### config.mk
export PLATFORM = sky130hd
export DESIGN_NAME = buzzer_arbiter
export DESIGN_NICKNAME = d
export VERILOG_FILES = /design/src/rtl/buzzer_arbiter.sv
export SDC_FILE = /design/constraint.sdc
export NUM_CORES = 1
export LEC_CHECK = 0
export BUFFER_PORTS_ARGS = -buffer_cell sky130_fd_sc_hd__buf_2
export CORE_MARGIN = 2
export CORE_UTILIZATION = 45
export DETAILED_ROUTE_END_ITERATION = 10
export PLACE_DENSITY = 0.69
export SYNTH_ARGS = -nofsm -noshare
export SYNTH_HDL_FRONTEND = slang
export SYNTH_SLANG_ARGS = --single-unit
### constraint.sdc
create_clock -name clk -period 2.9 [get_ports clk]
set_input_delay 0.145 -clock clk [delete_from_list [all_inputs] [get_ports clk]]
set_output_delay 0.145 -clock clk [all_outputs]
set_load 0.005 [all_outputs]
### src/rtl/buzzer_arbiter.sv
// Arbitrates one buzzer between the free, auto and learn note sources.
// A handover always passes through a muted gap before the new owner is heard.
`timescale 1ns/1ps

module buzzer_arbiter #(
    parameter int unsigned MUTE_CYCLES  = 1000000,
    parameter int unsigned IDLE_TIMEOUT = 50000000
) (
    input  logic       clk,
    input  logic       reset,
    input  logic [1:0] mode_sel,
    input  logic       req_free,
    input  logic       req_auto,
    input  logic       req_learn,
    input  logic [3:0] note_free,
    input  logic [3:0] note_auto,
    input  logic [3:0] note_learn,
    input  logic [1:0] oct_free,
    input  logic [1:0] oct_auto,
    input  logic [1:0] oct_learn,
    output logic [3:0] note_to_play,
    output logic [1:0] octave_out,
    output logic [2:0] grant,
    output logic       muted
);

    typedef enum logic [1:0] {
        S_IDLE,
        S_SWITCH,
        S_ACTIVE
    } state_e;

    localparam logic [23:0] MUTE_LAST   = 24'(MUTE_CYCLES - 1);
    localparam logic [25:0] SILENCE_MAX = 26'(IDLE_TIMEOUT);
    localparam logic [3:0]  END_MARK    = 4'hF;

    state_e      state_q;
    logic [1:0]  target_q;
    logic [23:0] mute_cnt_q;
    logic [25:0] silence_q;
    logic [3:0]  note_q;
    logic [1:0]  oct_q;
    logic [2:0]  grant_q;
    logic        muted_q;

    logic       owner_req;
    logic [3:0] owner_note;
    logic [1:0] owner_oct;

    function automatic logic [2:0] owner_onehot(input logic [1:0] sel);
        case (sel)
            2'b01:   return 3'b001;
            2'b10:   return 3'b010;
            2'b11:   return 3'b100;
            default: return 3'b000;
        endcase
    endfunction

    // NOTE: every signal gets a default first so this mux can never infer a latch.
    always_comb begin
        owner_req  = 1'b0;
        owner_note = 4'd0;
        owner_oct  = 2'd0;
        case (target_q)
            2'b01: begin owner_req = req_free;  owner_note = note_free;  owner_oct = oct_free;  end
            2'b10: begin owner_req = req_auto;  owner_note = note_auto;  owner_oct = oct_auto;  end
            2'b11: begin owner_req = req_learn; owner_note = note_learn; owner_oct = oct_learn; end
            default: ;
        endcase
    end

    // NOTE: state and outputs update with non-blocking assignments so every register samples pre-edge values.
    always_ff @(posedge clk or negedge reset) begin
        if (!reset) begin
            state_q    <= S_IDLE;
            target_q   <= 2'b00;
            mute_cnt_q <= '0;
            silence_q  <= '0;
            note_q     <= '0;
            oct_q      <= '0;
            grant_q    <= '0;
            muted_q    <= 1'b0;
        end else begin
            case (state_q)
                S_IDLE: begin
                    if (mode_sel != 2'b00) begin
                        state_q    <= S_SWITCH;
                        target_q   <= mode_sel;
                        mute_cnt_q <= '0;
                        muted_q    <= 1'b1;
                    end
                end

                S_SWITCH: begin
                    if (mode_sel == 2'b00) begin
                        state_q    <= S_IDLE;
                        mute_cnt_q <= '0;
                        muted_q    <= 1'b0;
                    end else if (mode_sel != target_q) begin
                        // A new request mid-gap restarts the full silence window.
                        target_q   <= mode_sel;
                        mute_cnt_q <= '0;
                    end else if (mute_cnt_q == MUTE_LAST) begin
                        state_q   <= S_ACTIVE;
                        grant_q   <= owner_onehot(target_q);
                        silence_q <= '0;
                        muted_q   <= 1'b0;
                    end else begin
                        mute_cnt_q <= mute_cnt_q + 24'd1;
                    end
                end

                S_ACTIVE: begin
                    if (mode_sel != target_q) begin
                        // Losing ownership wins over a same-cycle note from the old owner.
                        grant_q   <= '0;
                        note_q    <= '0;
                        oct_q     <= '0;
                        silence_q <= '0;
                        if (mode_sel == 2'b00) begin
                            state_q <= S_IDLE;
                            muted_q <= 1'b0;
                        end else begin
                            state_q    <= S_SWITCH;
                            target_q   <= mode_sel;
                            mute_cnt_q <= '0;
                            muted_q    <= 1'b1;
                        end
                    end else if (owner_req) begin
                        note_q    <= (owner_note == END_MARK) ? 4'd0 : owner_note;
                        oct_q     <= owner_oct;
                        silence_q <= '0;
                        muted_q   <= 1'b0;
                    end else begin
                        note_q <= '0;
                        if (silence_q != SILENCE_MAX) begin
                            silence_q <= silence_q + 26'd1;
                        end else begin
                            muted_q <= 1'b1;
                        end
                    end
                end

                default: begin
                    state_q <= S_IDLE;
                    grant_q <= '0;
                    muted_q <= 1'b0;
                end
            endcase
        end
    end

    assign note_to_play = note_q;
    assign octave_out   = oct_q;
    assign grant        = grant_q;
    assign muted        = muted_q;

endmodule

Word-level counts from Yosys, hierarchy flattened
Cells that the tools add are included.
- bits in registers: 64
- bits of input ports: 25
- output and inout bits: 10
- logic and storage cells: 95
- add/subtract/negate cells: 2
- eq/ne operators: 21
- multiplexer cells: 50
- bitwise logic cells: 1
- reduce and logical (&&, ||, !) cells: 13
- operators with widths (cell ; count):
    two-way mux 26 bit ; 6
    two-way mux 24 bit ; 6
    one-hot mux 24 bit (3 select lines) ; 1
    one-hot mux 26 bit (2 select lines) ; 1
    adder 26 x 1 -> 26 bit (second input constant) ; 1
    inequality test 26 bit (second input constant) ; 1
    adder 24 x 1 -> 24 bit (second input constant) ; 1
    == test 24 x 20 -> 1 bit (second input constant) ; 1
    two-way mux 2 bit ; 12
    one-hot mux 2 bit (3 select lines) ; 3
    one-hot mux 3 bit (3 select lines) ; 2
    AND reduction 5 bit ; 3
    inequality test 2 bit (second input constant) ; 7
    two-way mux 3 bit ; 4
    two-way mux 4 bit ; 3
    inequality test 4 bit (second input constant) ; 3
    one-hot mux 4 bit (3 select lines) ; 1
    two-way mux 1 bit ; 9
    AND reduction 4 bit ; 2
    == test 2 bit (second input constant) ; 3
    inequality test 3 bit (second input constant) ; 2
    one-hot mux 1 bit (3 select lines) ; 2
    AND reduction 6 bit ; 1
    nonzero test 2 bit ; 3
    other kinds (7) ; 9

Logic depth before layout (Yosys ltp)
Gate-level depths: netlist of the first run.
- depth in word-level cells: 6
- depth in mapped cells: 10
- depth with buffers taken out: 8

Worst setup path before layout of the first run
No wires, ideal clock.
- path type: register to register
- start point: reg mute_cnt_q[15]
- end point: reg muted_q (netlist: muted)
- setup time: 0.128 ns
- data arrival time: 1.973 ns
- required time: 2.772 ns
- path slack: 0.800 ns
- stages on the path, launching flop included: 8
- path buffers: 1
- period minus slack after synthesis: 2.100 ns
- path through: dfrtp_1 > nor4_1 > nand4_1 > nor4b_2 > buf_4 > nand2_2 > a221oi_2 > mux2_1
- cells in the longest elaborated chain, start to end: 3
- ends and longest elaborated chain (element ; RTL line ; source):
    start, declared ; 39 ; logic [23:0] mute_cnt_q;
    start signal, assigned ; 109 ; mute_cnt_q <= mute_cnt_q + 24'd1;
    == test 24 x 20 -> 1 bit ; 103 ; end else if (mute_cnt_q == MUTE_LAST) begin
    inequality test 3 bit (no line) ; -- ;
    AND reduction 4 bit (no line) ; -- ;
    end signal, assigned ; 98 ; muted_q <= 1'b0;
    end signal, assigned ; 107 ; muted_q <= 1'b0;
    end signal, assigned ; 122 ; muted_q <= 1'b0;
    end, declared ; 44 ; logic muted_q;
Every way passes these cells.
A chain may end at the register's enable or synchronous reset.

Worst setup path after layout of the first run
- start point: reg target_q[1]
- end point: reg mute_cnt_q[9]
- cells in the longest elaborated chain, start to end: 4
- elaborated cells on any way between the ends: 7
- classes of those cells: eq/ne (3); mux (3); reduce/logical (1)
- ends and longest elaborated chain (element ; RTL line ; source):
    start, declared ; 38 ; logic [1:0] target_q;
    start signal, assigned ; 88 ; target_q <= mode_sel;
    start signal, assigned ; 101 ; target_q <= mode_sel;
    start signal, assigned ; 125 ; target_q <= mode_sel;
    inequality test 2 bit * ; 99, 114 ;
    two-way mux 24 bit ; 99 ; end else if (mode_sel != target_q) begin
    two-way mux 24 bit ; 95 ; if (mode_sel == 2'b00) begin
    one-hot mux 24 bit (3 select lines) ; 84 ; case (state_q)
Every way passes the cells marked *; elsewhere a longest branch is shown, timed or not.

==> results of run 1 <==
## power by group through the flow
stage / clock (uW) / combinational, uW / sequential [uW]
final: 781 / 155 / 909
after detailed placement: 0 / 155 / 927
after floorplan: 0 / 95.1 / 921
after global routing: 846 / 176 / 910
after global placement: 0 / 152 / 926
after CTS: 794 / 157 / 909
## stage by stage
step	instances	hold WS, ns	instance area, um^2	utilization, %
3_5_place_dp	563	0.146	4070	49.6
3_3_place_gp	563	0.137	4070	49.6
2_1_floorplan	435	-0.151	3800	-
6_report	580	0.106	4290	52.2
4_1_cts	580	0.0873	4280	52.1
5_1_grt	580	0.107	4290	52.2
## what timing repair did
item	4_1_cts	5_1_grt
hold endpoints to repair	20	0
hold buffers	1	0
gates resized for setup	0	1
setup endpoints to repair	0	2
## Yosys cell counts, types with 2 or more instances
master / instances / area (um^2)
sky130_fd_sc_hd__buf_4: 3 / 22.5
sky130_fd_sc_hd__and4_1: 10 / 87.6
sky130_fd_sc_hd__buf_2: 9 / 45.0
sky130_fd_sc_hd__nand4_1: 12 / 75.1
sky130_fd_sc_hd__o31ai_1: 7 / 52.6
sky130_fd_sc_hd__nand3_1: 15 / 75.1
sky130_fd_sc_hd__a22oi_1: 2 / 15.0
sky130_fd_sc_hd__inv_1: 8 / 30.0
sky130_fd_sc_hd__xor2_1: 2 / 17.5
sky130_fd_sc_hd__a22o_1: 9 / 78.8
sky130_fd_sc_hd__nand3b_1: 2 / 15.0
sky130_fd_sc_hd__and3_1: 18 / 113
sky130_fd_sc_hd__dfrtp_1: 64 / 1600
sky130_fd_sc_hd__a31oi_1: 17 / 106
sky130_fd_sc_hd__ha_1: 3 / 37.5
sky130_fd_sc_hd__a41oi_1: 3 / 26.3
sky130_fd_sc_hd__mux2_2: 8 / 90.1
sky130_fd_sc_hd__or2_2: 3 / 18.8
sky130_fd_sc_hd__or3_1: 4 / 25.0
sky130_fd_sc_hd__nor4_1: 6 / 37.5
sky130_fd_sc_hd__a21oi_1: 40 / 200
sky130_fd_sc_hd__nor2b_1: 6 / 37.5
sky130_fd_sc_hd__mux2i_1: 2 / 20.0
sky130_fd_sc_hd__nor2_1: 38 / 143
sky130_fd_sc_hd__o21ai_0: 44 / 220
sky130_fd_sc_hd__a21o_1: 2 / 15.0
sky130_fd_sc_hd__nand2b_1: 5 / 31.3
sky130_fd_sc_hd__clkbuf_1: 10 / 37.5
sky130_fd_sc_hd__o41ai_1: 3 / 26.3
sky130_fd_sc_hd__nand2_1: 39 / 146
sky130_fd_sc_hd__and2_1: 6 / 37.5
sky130_fd_sc_hd__nor3_1: 13 / 65.1
## routing by layer
metal,GRT usage [%],up-vias,part of all wire [%]
li1,-,1696,-
met1,27.2,1669,46
met2,33.4,99,48
met3,4.78,9,5.1
met4,7.74,0,1.1
met5,0,-,0
## critical path: stages, from the launching register on
cell                      delay (ns)
sky130_fd_sc_hd__dfrtp_1        0.52
sky130_fd_sc_hd__nor2b_1        0.32
sky130_fd_sc_hd__a32o_2         0.27
sky130_fd_sc_hd__nand2_1        0.16
sky130_fd_sc_hd__nor2_1         0.60
sky130_fd_sc_hd__buf_4          0.30
sky130_fd_sc_hd__a21oi_1        0.08
sky130_fd_sc_hd__o21ai_0        0.20
## cell families after synthesis
group	Yosys count	share of synthesized area, %
buf+inv	31	3.86
xor+xnor	3	0.692
flops	64	42.2
simple gates	184	26.0
fa+ha+maj	3	0.989
mux	11	3.20
compound gates	139	23.1
## flip-flops by register name (all words and copies together), names as in the netlist
name / flops
silence_q: 26
mute_cnt_q: 24
note_to_play: 4
grant: 3
octave_out: 2
state_q: 2
target_q: 2
muted: 1
## worst min path at each step
stage | from | end
6_report | mode_sel[1] | target_q[1]$_DFFE_PN0P_
5_1_grt | mode_sel[0] | target_q[0]$_DFFE_PN0P_
4_1_cts | mode_sel[1] | target_q[1]$_DFFE_PN0P_
3_5_place_dp | reset | silence_q[8]$_DFFE_PN0P_
3_3_place_gp | reset | silence_q[8]$_DFFE_PN0P_
2_1_floorplan | reset | grant[0]$_DFFE_PN0P_
## final cells by class
type	instances	area [um^2]
repair buffers	47	270
inverters	8	30.0
fillers	743	3930
well taps	105	131
flip-flops and latches	64	1600
clock buffers	11	141
clock inverters	5	56.3
multi-input cells	340	2050
==> reports/summary.txt, run 1 <==
===========================================================================================
Status                                                                         finished, final reports clean
Distinct cell type count after synthesis                                                 54
Gate Count Post-Synth                                                                   435
Max-cap violations                                                                        0
Total of warnings raised by yosys                                                         0
Leading cell type in the layout, fill and taps excluded                        sky130_fd_sc_hd__dfrtp_1
Nature of the critical path endpoint                                               register
Total number of nets in the final design                                                498
Most used flip-flop cell after synthesis                                       sky130_fd_sc_hd__dfrtp_1
Worst-case register-to-register setup slack                                         0.35 ns
Router iterations before antenna repair                                                   5
Type of element launching the critical path                                        register
Weighted congestion reported at the end of routability-driven placement               0.860
Maximum number of pins on one net before global-route repair                             45
Worst vdd ir                                                                         226 uV
Proportion of register bits with asynchronous set or reset after synthesis             100%
Setup slack of the critical path after layout                                      0.351 ns
Net switching fraction of the power                                                   25.2%
CTS tree                                                                                yes
Wire length of the first global-routing pass                                      15,000 um
Final Routed Wirelength                                                             8920 um
Number of design-rule violations left by the first detailed-router iteration            169
Data arrival, critical path                                                         2.80 ns
Average footprint of a synthesized cell                                           8.73 um^2
Worst hold path type                                                              in -> reg
Hold Path Stages                                                                          3
Maximum clock frequency                                                           0.392 GHz
Setup Viol. Count Final                                                                   0
Startpoint of the worst register-to-register path                              target_q[1]$_DFFE_PN0P_
Switching pwr                                                                        464 uW
HPWL after DPL                                                                      6280 um
Portion of the post-synthesis area used by sequential elements                        42.2%
Post-route minimum period                                                           2.55 ns
Clock latency on the worst-skew pair                                                0.34 ns
Origin of the worst setup path                                                 target_q[1]$_DFFE_PN0P_
Accumulated negative setup slack                                                       0 ns
Reg clk slew, reported paths                                                        0.08 ns
Share of final-layout standard cells stronger than drive strength 1                   17.7%
Data required time of the worst path                                                3.15 ns
DR DRC count                                                                              0
Synthesized Nets                                                                        463
CTS Buf Count                                                                             9
Final worst path period share                                                         87.9%
Aggregate global-route resource usage                                                 20.7%
Leakage power                                                                    0.00194 uW
Internal power                                                                      1380 uW
Critical path capture point                                                    mute_cnt_q[9]$_DFFE_PN0P_
Cells on worst reg2reg path                                                               7
Area delta synth->final                                                               12.9%
Headroom to the max-slew limit                                                        44.5%
Clock root buffer                                                              sky130_fd_sc_hd__clkbuf_8
Number of hold violations in the final report                                             0
Core Box Area                                                                     8220 um^2
Initial antenna violation count                                                           0
Worst-case clock skew                                                             0.0127 ns
Count of nets left with antenna violations after detail routing                           0
Share of power burned in the clock network                                            42.3%
Setup repair after global routing missed its margin                                      no
Number of setup buffers added after CTS                                                   0
Pin slew with the least headroom to its limit                                      0.828 ns
Final-report max-slew violation count                                                     0
Via count of the first global-routing pass                                            3,261
H-tree level count                                                                        3
Type of the setup path with the least slack                                      reg -> reg
Top-level port count                                                                     35
Total number of placement rows                                                           33
Vias per std cell                                                                      5.99
Gr ovfl total                                                                             0
Largest fanout of any net on the critical path                                           11
Top library cells by usage in the layout, fill and taps aside                  sky130_fd_sc_hd__dfrtp_1 (64), sky130_fd_sc_hd__o21ai_0 (44), sky130_fd_sc_hd__a21oi_1 (40)
Die Outline Area                                                                  9190 um^2
Count of port buffers added during placement                                             34
Gate power share                                                                       8.4%
Width of the chip                                                                   95.8 um
Post-Syn Area                                                                     3800 um^2
Maximum clock insertion buffer count                                                      2
Starting utilization of the core area                                                 46.2%
Endpoint of the most critical register-to-register path                        mute_cnt_q[9]$_DFFE_PN0P_
DR vias                                                                               3,473
Power share of the sequential group                                                   49.3%
Ratio of total power to cell area                                               431 nW/um^2
Count of inserted antenna diode cells                                                     0
Routed len/inst                                                                     15.4 um
Post-synth EDFFs                                                                          0
Number of synthesized register bits                                                      64
Worst slack at placement                                                           0.319 ns
Vertical extent of the die                                                          95.8 um
PnR Total Power                                                                     1850 uW
# clock sinks                                                                            64
===========================================================================================
No activity file was read; power rests on OpenSTA's default activity.
==> run 2, diff against run 1 <==
--- a/config.mk
+++ b/config.mk
@@ -10,6 +10,8 @@
 export CORE_UTILIZATION = 45
 export DETAILED_ROUTE_END_ITERATION = 10
 export PLACE_DENSITY = 0.69
+export REMOVE_ABC_BUFFERS = 1
+export SKIP_LAST_GASP = 1
 export SYNTH_ARGS = -nofsm -noshare
 export SYNTH_HDL_FRONTEND = slang
 export SYNTH_SLANG_ARGS = --single-unit
==> reports/summary.txt, run 2 (synthesized netlist as in run 1, its figures left out) <==
===========================================================================================
Leakage power                                                                    0.00196 uW
Clock root buffer                                                              sky130_fd_sc_hd__clkbuf_8
Top library cells by usage in the layout, fill and taps aside                  sky130_fd_sc_hd__dfrtp_1 (64), sky130_fd_sc_hd__o21ai_0 (44), sky130_fd_sc_hd__a21oi_1 (40)
Count of nets left with antenna violations after detail routing                           0
Met2 track demand over resource in global routing                                     31.1%
Maximum number of pins on one net before global-route repair                             26
Vias per std cell                                                                      5.91
Final worst path period share                                                         86.9%
DR DRC count                                                                              0
Startpoint of the worst register-to-register path                              mute_cnt_q[15]$_DFFE_PN0P_
Leading cell type in the layout, fill and taps excluded                        sky130_fd_sc_hd__dfrtp_1
Core Box Area                                                                     8220 um^2
Reg clk slew, reported paths                                                        0.08 ns
Flip-flop count of the largest register after layout                                     26
Top-level port count                                                                     35
Data required time of the worst path                                                3.12 ns
Data arrival, critical path                                                         2.74 ns
Maximum clock frequency                                                           0.397 GHz
Met3 track demand over resource                                                       4.78%
Post-route minimum period                                                           2.52 ns
Aggregate global-route resource usage                                                 20.5%
Type of the setup path with the least slack                                      reg -> reg
Gr ovfl total                                                                             0
CTS Buf Count                                                                             9
Type of element launching the critical path                                        register
Maximum cell stage delay along the critical path                                    0.55 ns
Die Outline Area                                                                  9190 um^2
Final-report max-slew violation count                                                     0
Router iterations before antenna repair                                                   5
Weighted congestion reported at the end of routability-driven placement               0.806
Status                                                                         finished, final reports clean
Ratio of total power to cell area                                               427 nW/um^2
Width of the chip                                                                   95.8 um
Total number of placement rows                                                           33
# clock sinks                                                                            64
Pin slew with the least headroom to its limit                                      0.799 ns
CTS tree                                                                                yes
Vertical extent of the die                                                          95.8 um
Setup repair after global routing missed its margin                                      no
Cell family with the largest share of critical-path delay                      simple AND/OR/NAND/NOR gates
Share of final-layout standard cells stronger than drive strength 1                   18.2%
Count of inserted antenna diode cells                                                     0
Worst hold path type                                                              in -> reg
H-tree level count                                                                        3
Maximum clock insertion buffer count                                                      2
CP Cell Sequence                                                               nor4_1 > nand4_1 > nor4b_2 > buf_4 > nand2_2 > a221oi_2 > mux2_1
Worst-path cell with the longest stage delay                                   sky130_fd_sc_hd__nor4b_2
Setup Viol. Count Final                                                                   0
Met1 global-route usage                                                               29.6%
Number of hold violations in the final report                                             0
Number of design-rule violations left by the first detailed-router iteration            181
Count of port buffers added during placement                                             34
Via count of the first global-routing pass                                            3,035
Starting utilization of the core area                                                 46.2%
Worst-case clock skew                                                            0.00907 ns
Worst slack at placement                                                           0.394 ns
Area delta synth->final                                                               13.5%
Number of setup buffers added after CTS                                                   0
Setup slack of the critical path after layout                                      0.381 ns
Routed len/inst                                                                     15.5 um
Post-route standard cell area excluding fillers                                   4310 um^2
Origin of the worst setup path                                                 mute_cnt_q[15]$_DFFE_PN0P_
GRT Max-Usage Layer                                                                    met2
Clock latency on the worst-skew pair                                                0.34 ns
Cell Area, Placed                                                                 4100 um^2
Fin Hold WS                                                                        0.107 ns
Final Routed Wirelength                                                             9050 um
Wire length of the first global-routing pass                                      14,700 um
Critical path buffers and inverters                                                       1
Largest fanout of any net on the critical path                                            7
Max-cap violations                                                                        0
Launch point of the worst hold path                                             mode_sel[1]
Total number of nets in the final design                                                502
Nature of the critical path endpoint                                               register
Worst vdd ir                                                                         234 uV
Accumulated negative setup slack                                                       0 ns
DR vias                                                                               3,454
HPWL after DPL                                                                      6410 um
Headroom to the max-slew limit                                                        46.4%
Register with the most flip-flops                                                 silence_q
Initial antenna violation count                                                           0
===========================================================================================
-- run 2: cell count changes in the layout (fill, tap and decap cells not counted), sizes merged --
cell	previous run	this run
buf	46	50
-- run 2: where the power goes --
part | switching, uW | internal [uW]
Combinational | 94.1 | 64.9
Clock | 353 | 419
Sequential | 10.1 | 899
-- run 2: through the flow --
step                      std cells  total power (uW)  util, %
after floorplan                 412              1010        -
after global placement          567              1080     49.9
after detailed placement        567              1080     49.9
after CTS                       584              1860     52.4
after global routing            584              1920     52.4
final                           584              1840     52.4
-- run 2: per-layer routing --
metal | wire length, um | part of all wire [%] | vias to the layer above
li1 | - | - | 1707
met1 | 4380 | 48 | 1675
met2 | 4260 | 47 | 68
met3 | 370 | 4.1 | 4
met4 | 45 | 0.50 | 0
met5 | 0 | 0 | -
-- run 2: what timing repair did --
action                                  4_1_cts  5_1_grt
gates resized for setup                       0        0
hold endpoints to repair                     23        0
hold buffers                                  1        0
endpoints found under the setup margin        0        0
-- run 2: area by class of cell --
type                       instances  area, um^2
clock buffer                      11         141
clock inverter                     5        56.3
fill                             753        3910
inverter                           8        30.0
multi-input combinational        340        2050
sequential                        64        1600
tap                              105         131
timing repair buffer              51         300
-- run 2: final timing paths --
| kind | end | slack (ns) | depth (start not counted) |
|---|---|---|---|
| worst max-delay path | muted$_DFFE_PN0P_ | 0.38 | 7 |
| worst min-delay path | target_q[1]$_DFFE_PN0P_ | 0.11 | 3 |
| worst min register to register | mute_cnt_q[4]$_DFFE_PN0P_ | 0.48 | 1 |
| min in group asynchronous | mute_cnt_q[12]$_DFFE_PN0P_ | 0.33 | 2 |
| worst max register to register | muted$_DFFE_PN0P_ | 0.38 | 7 |
| max in group asynchronous | silence_q[19]$_DFFE_PN0P_ | 1.85 | 3 |
-- run 2: worst register-to-register path: stages (launching register included) --
cell	delay (ns)
sky130_fd_sc_hd__dfrtp_1	0.45
sky130_fd_sc_hd__nor4_1	0.28
sky130_fd_sc_hd__nand4_1	0.24
sky130_fd_sc_hd__nor4b_2	0.55
sky130_fd_sc_hd__buf_4	0.23
sky130_fd_sc_hd__nand2_2	0.06
sky130_fd_sc_hd__a221oi_2	0.26
sky130_fd_sc_hd__mux2_1	0.34
==> run 3, diff against run 2 <==
--- a/config.mk
+++ b/config.mk
@@ -8,7 +8,9 @@
 export BUFFER_PORTS_ARGS = -buffer_cell sky130_fd_sc_hd__buf_2
 export CORE_MARGIN = 2
 export CORE_UTILIZATION = 45
+export CTS_CLUSTER_SIZE = 25
 export DETAILED_ROUTE_END_ITERATION = 10
+export GPL_TIMING_DRIVEN = 0
 export PLACE_DENSITY = 0.69
 export REMOVE_ABC_BUFFERS = 1
 export SKIP_LAST_GASP = 1
==> reports/summary.txt, run 3 (synthesized netlist as in run 1, its figures left out) <==
===========================================================================================
Status                                                                         finished, final reports clean
Maximum cell stage delay along the critical path                                    0.68 ns
Maximum clock frequency                                                           0.362 GHz
Largest fanout of any net on the critical path                                           14
Data arrival, critical path                                                         3.02 ns
Worst hold path endpoint                                                       target_q[1]$_DFFE_PN0P_
Placed insts                                                                            551
Endpoint of the most critical register-to-register path                        mute_cnt_q[19]$_DFFE_PN0P_
Worst hold path type                                                              in -> reg
Met1 global-route usage                                                               27.0%
Number of design-rule violations left by the first detailed-router iteration            160
Share of final-layout standard cells stronger than drive strength 1                   16.9%
Top library cells by usage in the layout, fill and taps aside                  sky130_fd_sc_hd__dfrtp_1 (64), sky130_fd_sc_hd__o21ai_0 (44), sky130_fd_sc_hd__a21oi_1 (40)
DR vias                                                                               3,447
Wire length of the first global-routing pass                                      14,600 um
CP Cell Sequence                                                               nor2b_4 > a32o_2 > nand2_1 > or2_1 > or3_1 > o21ai_0
Initial antenna violation count                                                           0
Hold Path Stages                                                                          3
Width of the chip                                                                   95.8 um
Startpoint of the worst register-to-register path                              target_q[1]$_DFFE_PN0P_
Die Outline Area                                                                  9190 um^2
Count of nets left with antenna violations after detail routing                           0
Met3 track demand over resource                                                       4.46%
Routed len/inst                                                                     15.8 um
HPWL after DPL                                                                      5940 um
# clock sinks                                                                            64
Core utilization of the finished layout                                               52.1%
Router iterations before antenna repair                                                   4
Total number of nets in the final design                                                492
Post-route minimum period                                                           2.77 ns
Clock root buffer                                                              sky130_fd_sc_hd__clkbuf_8
Nature of the critical path endpoint                                               register
CTS tree                                                                                yes
Register with the most flip-flops                                                 silence_q
Type of element launching the critical path                                        register
Setup Viol. Count Final                                                                   0
Vertical extent of the die                                                          95.8 um
Worst-path cell with the longest stage delay                                   sky130_fd_sc_hd__dfrtp_1
Maximum clock insertion buffer count                                                      2
Launch point of the worst hold path                                             mode_sel[1]
Starting utilization of the core area                                                 46.2%
Via count of the first global-routing pass                                            3,109
Gr ovfl total                                                                             0
CTS Buf Count                                                                             9
Number of hold violations in the final report                                             0
Worst-case clock skew                                                            0.00698 ns
Core Box Area                                                                     8220 um^2
Cell Area, Placed                                                                 3980 um^2
GRT Max-Usage Layer                                                                    met2
Data required time of the worst path                                                3.15 ns
Leakage power                                                                    0.00194 uW
Headroom to the max-slew limit                                                        45.2%
Max-cap violations                                                                        0
Ratio of total power to cell area                                               422 nW/um^2
Area delta synth->final                                                               12.7%
Maximum number of pins on one net before global-route repair                             65
Count of inserted antenna diode cells                                                     0
Type of the setup path with the least slack                                      reg -> reg
Top-level port count                                                                     35
Flip-flop count of the largest register after layout                                     26
H-tree level count                                                                        3
Leading cell type in the layout, fill and taps excluded                        sky130_fd_sc_hd__dfrtp_1
Vias per std cell                                                                      6.02
Reg clk slew, reported paths                                                        0.07 ns
Non-filler cells, final                                                                 573
Total number of placement rows                                                           33
Weighted congestion reported at the end of routability-driven placement               0.815
Met2 track demand over resource in global routing                                     31.9%
Cells on worst reg2reg path                                                               6
Count of port buffers added during placement                                             34
Clock latency on the worst-skew pair                                                0.34 ns
Aggregate global-route resource usage                                                 20.0%
Final Routed Wirelength                                                             9050 um
Worst vdd ir                                                                         228 uV
Final worst path period share                                                         95.3%
Final-report max-slew violation count                                                     0
Post-route standard cell area excluding fillers                                   4280 um^2
PnR Total Power                                                                     1810 uW
Worst-case register-to-register setup slack                                         0.13 ns
DR DRC count                                                                              0
Pin slew with the least headroom to its limit                                      0.822 ns
===========================================================================================
[run 3: cell count changes in the layout (fill, tap and decap cells not counted), sizes merged]
cell / before / now
buf: 50 / 40
clkinvlp: 1 / 0
[run 3: worst max-delay path by stage]
stage,startpoint,end,cells past startpoint
5_1_grt,target_q[1]$_DFFE_PN0P_,mute_cnt_q[19]$_DFFE_PN0P_,6
3_5_place_dp,target_q[1]$_DFFE_PN0P_,mute_cnt_q[18]$_DFFE_PN0P_,6
2_1_floorplan,target_q[1]$_DFFE_PN0P_,mute_cnt_q[18]$_DFFE_PN0P_,6
6_report,target_q[1]$_DFFE_PN0P_,mute_cnt_q[19]$_DFFE_PN0P_,6
3_3_place_gp,target_q[1]$_DFFE_PN0P_,mute_cnt_q[18]$_DFFE_PN0P_,6
4_1_cts,target_q[1]$_DFFE_PN0P_,mute_cnt_q[18]$_DFFE_PN0P_,6
[run 3: cell type report]
cell class	count	area, um^2
clock buffers	11	141
clock inverters	4	45.0
fillers	745	3940
inverters	8	30.0
multi-input cells	340	2100
flip-flops and latches	64	1600
well taps	105	131
repair buffers	41	228
[run 3: layer usage]
| metal | up-vias | routed length (um) |
|---|---|---|
| met1 | 1679 | 4280 |
| met3 | 15 | 299 |
| met4 | 0 | 119 |
| met2 | 61 | 4350 |
| li1 | 1692 | - |
| met5 | - | 0 |
[run 3: worst max-delay path: cells and delay by family, from the launching register on]
family / cells / cell delay, ns
flops: 1 / 0.68
compound gates: 2 / 0.34
simple gates: 4 / 1.65
[run 3: what timing repair did]
| item | in CTS | in global routing |
|---|---|---|
| setup buffers | 0 | 6 |
| pin swaps | 0 | 2 |
| resized for setup | 5 | 3 |
| hold buffers | 1 | 0 |
| setup endpoints to repair | 51 | 45 |
| endpoints found under the hold margin | 64 | 0 |
[run 3: through the flow]
| step | hold slack [ns] | TNS (ns) | setup WS [ns] |
|---|---|---|---|
| floorplan | -0.151 | 0 | 0.291 |
| global placement | 0.451 | -9.49 | -0.539 |
| detailed placement | 0.293 | -14.00 | -0.600 |
| CTS | 0.0959 | -0.291 | -0.0641 |
| global route | 0.120 | -0.0499 | -0.0225 |
| finish | 0.109 | 0 | 0.135 |
[run 3: report_power, final]
group	total (uW)	switching, uW	internal, uW
Sequential	915	15.8	899
Combinational	147	89.1	57.7
Clock	745	333	412
